**src/rtl/bitrev_deserializer_if.sv**
```systemverilog
// Handshake bundle for the bit-reversing deserializer: serial bit input side and word output side.
// The out_parity signal exists only when BITREV_PARITY_EN is defined.
interface bitrev_deserializer_if #(
   parameter int WIDTH = 8
);
   localparam int CW = $clog2(WIDTH + 1);

   logic             in_bit;
   logic             in_valid;
   logic             in_ready;
   logic             flush;
   logic [WIDTH-1:0] out_data;
   logic             out_valid;
   logic             out_ready;
   logic [CW-1:0]    bit_cnt;
`ifdef BITREV_PARITY_EN
   logic             out_parity;

   modport master (
      output in_bit, in_valid, flush, out_ready,
      input  in_ready, out_data, out_valid, bit_cnt, out_parity
   );

   modport slave (
      input  in_bit, in_valid, flush, out_ready,
      output in_ready, out_data, out_valid, bit_cnt, out_parity
   );
`else
   modport master (
      output in_bit, in_valid, flush, out_ready,
      input  in_ready, out_data, out_valid, bit_cnt
   );

   modport slave (
      input  in_bit, in_valid, flush, out_ready,
      output in_ready, out_data, out_valid, bit_cnt
   );
`endif
endinterface

```
**src/rtl/bitrev_deserializer.sv**
```systemverilog
// Serial-to-parallel deserializer: first received bit lands in the MSB, one word of skid buffering.
// Optional registered word parity on out_parity when BITREV_PARITY_EN is defined.
//
// state   | meaning
// IDLE    | assembly register empty, bit_cnt = 0
// COLLECT | partial word, 0 < bit_cnt < WIDTH
// STALL   | full word held in assembly register, output register occupied, in_ready = 0
module bitrev_deserializer #(
   parameter int WIDTH = 8
) (
   input logic                 clk,
   input logic                 rst_n,
   bitrev_deserializer_if.slave bus
);
   localparam int CW = $clog2(WIDTH + 1);

   typedef enum logic [1:0] {
      IDLE    = 2'd0,
      COLLECT = 2'd1,
      STALL   = 2'd2
   } state_t;

   state_t           state_q, state_d;
   logic [WIDTH-1:0] asm_q, asm_d;
   logic [CW-1:0]    cnt_q, cnt_d;
   logic [WIDTH-1:0] out_data_q;
   logic             out_valid_q, out_valid_d;
   logic             load;
   logic [WIDTH-1:0] load_word;
   logic [WIDTH-1:0] shifted;
   logic             out_free;

   assign out_free = !out_valid_q || bus.out_ready;

   // Left shift: after WIDTH accepted bits the first one sits in the MSB.
   assign shifted = {asm_q[WIDTH-2:0], bus.in_bit};

   always_comb begin
      state_d   = state_q;
      asm_d     = asm_q;
      cnt_d     = cnt_q;
      load      = 1'b0;
      load_word = asm_q;
      if (bus.flush) begin
         state_d = IDLE;
         asm_d   = '0;
         cnt_d   = '0;
      end else begin
         case (state_q)
            IDLE, COLLECT: begin
               if (bus.in_valid) begin
                  if (cnt_q == CW'(WIDTH - 1)) begin
                     if (out_free) begin
                        load      = 1'b1;
                        load_word = shifted;
                        asm_d     = '0;
                        cnt_d     = '0;
                        state_d   = IDLE;
                     end else begin
                        asm_d   = shifted;
                        cnt_d   = CW'(WIDTH);
                        state_d = STALL;
                     end
                  end else begin
                     asm_d   = shifted;
                     cnt_d   = cnt_q + 1'b1;
                     state_d = COLLECT;
                  end
               end
            end
            STALL: begin
               if (bus.out_ready) begin
                  load      = 1'b1;
                  load_word = asm_q;
                  asm_d     = '0;
                  cnt_d     = '0;
                  state_d   = IDLE;
               end
            end
            default: state_d = IDLE;
         endcase
      end
   end

   // A load keeps out_valid high through a simultaneous drain, so there is no bubble.
   assign out_valid_d = load ? 1'b1 : (out_valid_q && !bus.out_ready);

   always_ff @(posedge clk or negedge rst_n) begin
      if (!rst_n) begin
         state_q     <= IDLE;
         asm_q       <= '0;
         cnt_q       <= '0;
         out_data_q  <= '0;
         out_valid_q <= 1'b0;
      end else begin
         state_q     <= state_d;
         asm_q       <= asm_d;
         cnt_q       <= cnt_d;
         out_valid_q <= out_valid_d;
         if (load) out_data_q <= load_word;
      end
   end

`ifdef BITREV_PARITY_EN
   logic parity_q;

   always_ff @(posedge clk or negedge rst_n) begin
      if (!rst_n)    parity_q <= 1'b0;
      else if (load) parity_q <= ^load_word;
   end

   assign bus.out_parity = parity_q;
`endif

   assign bus.in_ready  = (state_q != STALL);
   assign bus.out_data  = out_data_q;
   assign bus.out_valid = out_valid_q;
   assign bus.bit_cnt   = cnt_q;
endmodule

```
**src/flat_wrapper.sv**
```systemverilog
// flat-port wrapper written by rule: the top's interface ports become plain ports
module bitrev_deserializer_flat 
#(
   parameter int WIDTH = 8
)
  (clk, rst_n, bus_in_bit, bus_in_valid, bus_flush, bus_out_ready, bus_in_ready, bus_out_data, bus_out_valid, bus_bit_cnt);
  bitrev_deserializer_if #(.WIDTH(WIDTH)) bus_i ();
  input logic clk;
  input logic rst_n;
  input wire logic [$bits(bus_i.in_bit)-1:0] bus_in_bit;
  input wire logic [$bits(bus_i.in_valid)-1:0] bus_in_valid;
  input wire logic [$bits(bus_i.flush)-1:0] bus_flush;
  input wire logic [$bits(bus_i.out_ready)-1:0] bus_out_ready;
  output wire logic [$bits(bus_i.in_ready)-1:0] bus_in_ready;
  output wire logic [$bits(bus_i.out_data)-1:0] bus_out_data;
  output wire logic [$bits(bus_i.out_valid)-1:0] bus_out_valid;
  output wire logic [$bits(bus_i.bit_cnt)-1:0] bus_bit_cnt;
  assign bus_i.in_bit = bus_in_bit;
  assign bus_i.in_valid = bus_in_valid;
  assign bus_i.flush = bus_flush;
  assign bus_i.out_ready = bus_out_ready;
  assign bus_in_ready = bus_i.in_ready;
  assign bus_out_data = bus_i.out_data;
  assign bus_out_valid = bus_i.out_valid;
  assign bus_bit_cnt = bus_i.bit_cnt;
  bitrev_deserializer #(.WIDTH(WIDTH)) u_core (.clk(clk), .rst_n(rst_n), .bus(bus_i));
endmodule
```
**config.mk**
```make
export PLATFORM = sky130hd
export DESIGN_NAME = bitrev_deserializer_flat
export DESIGN_NICKNAME = d
export VERILOG_FILES = /design/src/rtl/bitrev_deserializer_if.sv /design/src/rtl/bitrev_deserializer.sv /design/src/flat_wrapper.sv
export SDC_FILE = /design/constraint.sdc
export NUM_CORES = 1
export LEC_CHECK = 0
export CORE_AREA = 2 2 62 79
export CTS_BUF_LIST = sky130_fd_sc_hd__clkbuf_8
export DETAILED_ROUTE_END_ITERATION = 10
export DIE_AREA = 0 0 64 81
export PLACE_DENSITY = 0.4
export SYNTH_ARGS = -nofsm -noshare
export SYNTH_HDL_FRONTEND = slang
export SYNTH_SLANG_ARGS = --single-unit
```
**constraint.sdc**
```tcl
create_clock -name clk -period 2.2 [get_ports clk]
set_clock_uncertainty 0.15 [all_clocks]
set_input_delay 0.22 -clock clk [delete_from_list [all_inputs] [get_ports clk]]
set_output_delay 0.22 -clock clk [all_outputs]
set_load 0.02 [all_outputs]
```
-- Yosys cells after proc, flatten, opt, wreduce, memory -nomap -nowiden
Cells that the tools add are included.
- output and inout bits: 14
- input port bits: 6
- logic and storage cells: 51
- flip-flop bits (word level): 23
- equal/unequal tests: 6
- reductions and logical operators: 9
- muxes and demuxes: 30
- $add $sub $neg: 1
- operator list (operator ; count):
    8-bit 2-to-1 mux ; 10
    4-bit 2-to-1 mux ; 5
    8-bit one-hot mux with 2 select lines ; 1
    2-bit 2-to-1 mux ; 5
    4-bit one-hot mux with 2 select lines ; 1
    1-bit 2-to-1 mux ; 6
    3-bit != test, second input constant ; 2
    4-bit by 1-bit adder with 4-bit output, second input constant ; 1
    4-bit by 3-bit == test with 1-bit output, second input constant ; 1
    2-bit one-hot mux with 2 select lines ; 1
    3-bit AND reduction ; 1
    3-bit nonzero test ; 1
    2-bit by 1-bit == test with 1-bit output, second input constant ; 1
    2-bit == test, second input constant ; 1
    1-bit zero test ; 2
    2-bit zero test ; 1
    2-bit != test, second input constant ; 1
    1-bit one-hot mux with 2 select lines ; 1
    2-bit AND reduction ; 1
    2-bit OR reduction ; 1
    1-bit logical AND ; 1
    1-bit logical OR ; 1

-- Depth between registers and ports, before layout
- depth in word-level cells: 8
- mapped depth: 5
- depth with buffers taken out: 5

-- Least setup slack after synthesis
Ideal clock, no wire load.
- path kind: flip-flop to flip-flop
- start: register u_core.cnt_q[0] (netlist: u_core.bus.bit_cnt[0])
- end: register u_core.cnt_q[3] (netlist: u_core.bus.bit_cnt[3])
- period minus slack after synthesis: 1882 ps
- buffers on the path: 0
- arrival: 1654 ps
- slack: 318 ps
- cell stages (with the launch flop): 6
- library setup time: 78 ps
- required time: 1972 ps
- path through: dfrtp_1 > ha_1 > and3b_1 > a211o_2 > a41o_1 > a21oi_1
- cells in the longest elaborated chain, start to end: 5
- elaborated cells between the ends (all ways): 6
- those cells by class: add/sub: 1; eq/ne: 1; mux: 4
- ends and longest elaborated chain (what ; line ; text):
    start: declaration ; bitrev_deserializer.sv:25 ; logic [CW-1:0] cnt_q, cnt_d;
    start signal: assignment ; bitrev_deserializer.sv:98 ; cnt_q <= cnt_d;
    4-bit by 1-bit adder with 4-bit output or 4-bit by 3-bit == test with 1-bit output (tied branches) ; bitrev_deserializer.sv:66, bitrev_deserializer.sv:52 ;
    4-bit 2-to-1 mux * ; bitrev_deserializer.sv:52 ; if (cnt_q == CW'(WIDTH - 1)) begin
    4-bit 2-to-1 mux * ; bitrev_deserializer.sv:51 ; if (bus.in_valid) begin
    4-bit one-hot mux with 2 select lines * ; bitrev_deserializer.sv:49 ; case (state_q)
    4-bit 2-to-1 mux * ; bitrev_deserializer.sv:44 ; if (bus.flush) begin
Every way passes the cells marked *; elsewhere a longest branch is shown, timed or not. The select of a mux whose other input is x is not followed.
A chain may end at the register's enable or synchronous reset.

-- Worst setup path after layout
- start: register u_core.state_q[1]
- end: output bus_in_ready
- cells in the longest elaborated chain, start to end: 1
- ends and longest elaborated chain (what ; line ; text):
    start: declaration ; bitrev_deserializer.sv:23 ; state_t state_q, state_d;
    start signal: assignment ; bitrev_deserializer.sv:96 ; state_q <= state_d;
    2-bit != test ; bitrev_deserializer.sv:115 ; assign bus.in_ready = (state_q != STALL);
    end: declaration ; flat_wrapper.sv:14 ; output wire logic [$bits(bus_i.in_ready)-1:0] bus_in_ready;
No other way between the ends.

==> flow_summary.json <==
{
  "status": "finished clean",
  "cts_setup_buffers": 0,
  "synth_seq_cells": 23,
  "ir_worst_vdd_v": 0.000216,
  "synthDistinctLibCells": 28,
  "fmax_ghz": 0.484,
  "ys_top_cells_by_area": "dfrtp_1, nand2_1, a22o_1",
  "worst-slew-pin-transition_ns": 0.486,
  "cts_sinks": 23,
  "gp_congestion": 0.766,
  "finalHoldViolCount": 0,
  "seq_area_frac_synth_pct": 53.2,
  "relSlewSlack_pct": 67.5,
  "grt_pass1_wl_um": 3860,
  "reg2regPathDepth": 5,
  "async_reset_ff_share_pct": 100,
  "dp_hpwl_um": 1740,
  "timing_worst_setup_path_type": "reg -> out",
  "yosys.area.top_type": "dfrtp_1",
  "drc": 0,
  "initial_utilization_pct": 23.9,
  "tns_ns": 0,
  "power_density_mw_per_mm2": 559,
  "p_clk_share_pct": 33.2,
  "syn_to_final_growth_pct": 31.1,
  "seq_power_share_pct": 56.4,
  "ys_warn_count": 0,
  "gr-total-overflow": 0,
  "syn-num-nets": 109,
  "fin_crit_ns": 2.07,
  "wire_per_inst_um": 12.5,
  "rsz0062_at_grt": "no",
  "ioPinCount": 20,
  "final_antenna_net_count": 0,
  "first_iter_violations": 27,
  "fin_area_mm2": 0.00142,
  "cap_violations": 0,
  "core_mm2": 0.00452,
  "crit_path_end_kind": "primary output",
  "max-clock-path-buffers": 2,
  "synth_common_cells": "dfrtp_1, nand2_1, o21ai_0",
  "cts_root_buf": "clkbuf_8",
  "rr_startpoint": "u_core.bus.bit_cnt[0]",
  "cp.required_ns": 1.83,
  "timing.rr.end": "u_core.bus.bit_cnt[3]",
  "drt_wl_total_um": 2350,
  "p_int_uw": 597,
  "synth_most_common_cell": "dfrtp_1",
  "h-tree-depth": 1,
  "critPathMaxFanout": 6,
  "period_share_pct": 94.0,
  "grt_pass1_vias": 854,
  "die_h_um": 81,
  "postCtsHoldBufs": 0,
  "hp-class": "in -> async",
  "io_buffers": 19,
  "cts_resized": 0,
  "synth_top_area_share_pct": 53.2,
  "drv_slew": 0,
  "nets": 136,
  "diodes": 0,
  "antenna_found_initial": 0,
  "rows": 28,
  "synth_cells": 102,
  "finalPower_uw": 793,
  "power_leakage_nw": 0.689,
  "swShare_pct": 24.7,
  "die_area_mm2": 0.00518,
  "synth_edf_count": 0,
  "setup_viol": 0,
  "placed_cell_area_mm2": 0.00137,
  "p_comb_share_pct": 10.4,
  "dr_total_vias": 831,
  "cts_tree": "built",
  "fillers": 477,
  "worstPathArrival_ns": 1.70,
  "r2r_setup_slack_ns": 0.23,
  "synth_top_flop_cell": "dfrtp_1",
  "cts-buffers-inserted": 3,
  "die_w_um": 64,
  "drive_gt1_share_pct": 12.5,
  "synth_area_per_cell_um2": 10.6,
  "routed_via_density": 4.42,
  "power_switching_uw": 196,
  "insertion_delay_ns": 0.26,
  "syn-cell-area_mm2": 0.00108,
  "clk_pin_slew_worst_paths_ns": 0.09,
  "grtUsageTotal_pct": 9.52,
  "critPathLaunchType": "flip-flop",
  "grt_start_max_net_pins": 24,
  "drt_first_pass_iters": 4
}
per-layer routing:
layer | global-route usage (%) | up-vias | share of wire (%) | wire length, µm
li1 | - | 420 | - | -
met1 | 12.1 | 390 | 48 | 1120
met2 | 16.5 | 19 | 48 | 1120
met3 | 1.39 | 2 | 3.7 | 87
met4 | 3.26 | 0 | 0.72 | 17
met5 | 0 | - | 0 | 0
how the worst max path moves through the flow:
stage          cells past startpoint                  start                      to
2_1_floorplan                      5  u_core.bus.bit_cnt[0]   u_core.bus.bit_cnt[3]
5_1_grt                            3      u_core.state_q[1]            bus_in_ready
3_5_place_dp                       6           bus_in_valid  u_core.bus.out_data[5]
3_3_place_gp                       6           bus_in_valid  u_core.bus.out_data[5]
6_report                           3      u_core.state_q[1]            bus_in_ready
4_1_cts                            3      u_core.state_q[1]            bus_in_ready
area by class of cell:
type                            count  area (µm²)  area share (%)
Tap cell                           60        75.1            5.30
Clock inverter                      1        3.75           0.265
Clock buffer                        3        41.3            2.91
Sequential cell                    23         576            40.6
Inverter                            1        3.75           0.265
Multi-Input combinational cell     75         483            34.1
Timing Repair Buffer               25         235            16.6
logic make-up (layout without fill, tap and decap cells):
kind of cell	after synthesis	in the layout	share of synthesized area [%]
fa+ha+maj	1	1	1.16
simple gates	38	38	19.7
compound gates	36	36	23.8
flops	23	23	53.2
buf+inv	4	30	2.08
layout by cell type (no fill, tap or decap), types with 2 or more instances in the layout:
master and instances:
o21ai_0 10, clkdlybuf4s50_1 19, nor2_1 6, dfrtp_1 23
nor3b_4 2, a22o_1 8, a21o_1 9, clkbuf_8 3
nand2_1 20, inv_1 2, a21oi_1 2, buf_4 6
a211o_2 2
state kept, by name, indices dropped and copies added (netlist names):
register	cells
u_core.asm_q	8
u_core.bus.bit_cnt	4
u_core.bus.out_data	8
u_core.bus.out_valid	1
u_core.state_q	2
worst max-delay path, cell delays in order, from the launching register on:
cell and delay [ns]:
dfrtp_1 0.41, and2b_1 0.23, inv_1 0.16, clkdlybuf4s50_1 0.63
metrics by stage:
step | worst slack, ns | utilization (%) | instances | hold slack, ns
6_report | 0.132 | 31.4 | 188 | 0.165
5_1_grt | 0.0607 | 31.4 | 188 | 0.199
4_1_cts | 0.130 | 31.4 | 188 | 0.182
3_5_place_dp | 0.161 | 30.4 | 184 | 0.314
3_3_place_gp | 0.191 | 30.4 | 184 | 0.312
2_1_floorplan | 0.318 | - | 102 | -0.226
power groups by stage:
stage	Combinational [mW]	Sequential, mW	Clock [mW]
6_report	0.0823	0.447	0.264
4_1_cts	0.0846	0.447	0.274
5_1_grt	0.0902	0.449	0.289
2_1_floorplan	0.0328	0.460	0
3_5_place_dp	0.0843	0.456	0
3_3_place_gp	0.0834	0.456	0
(Power assumes the default switching activity.)
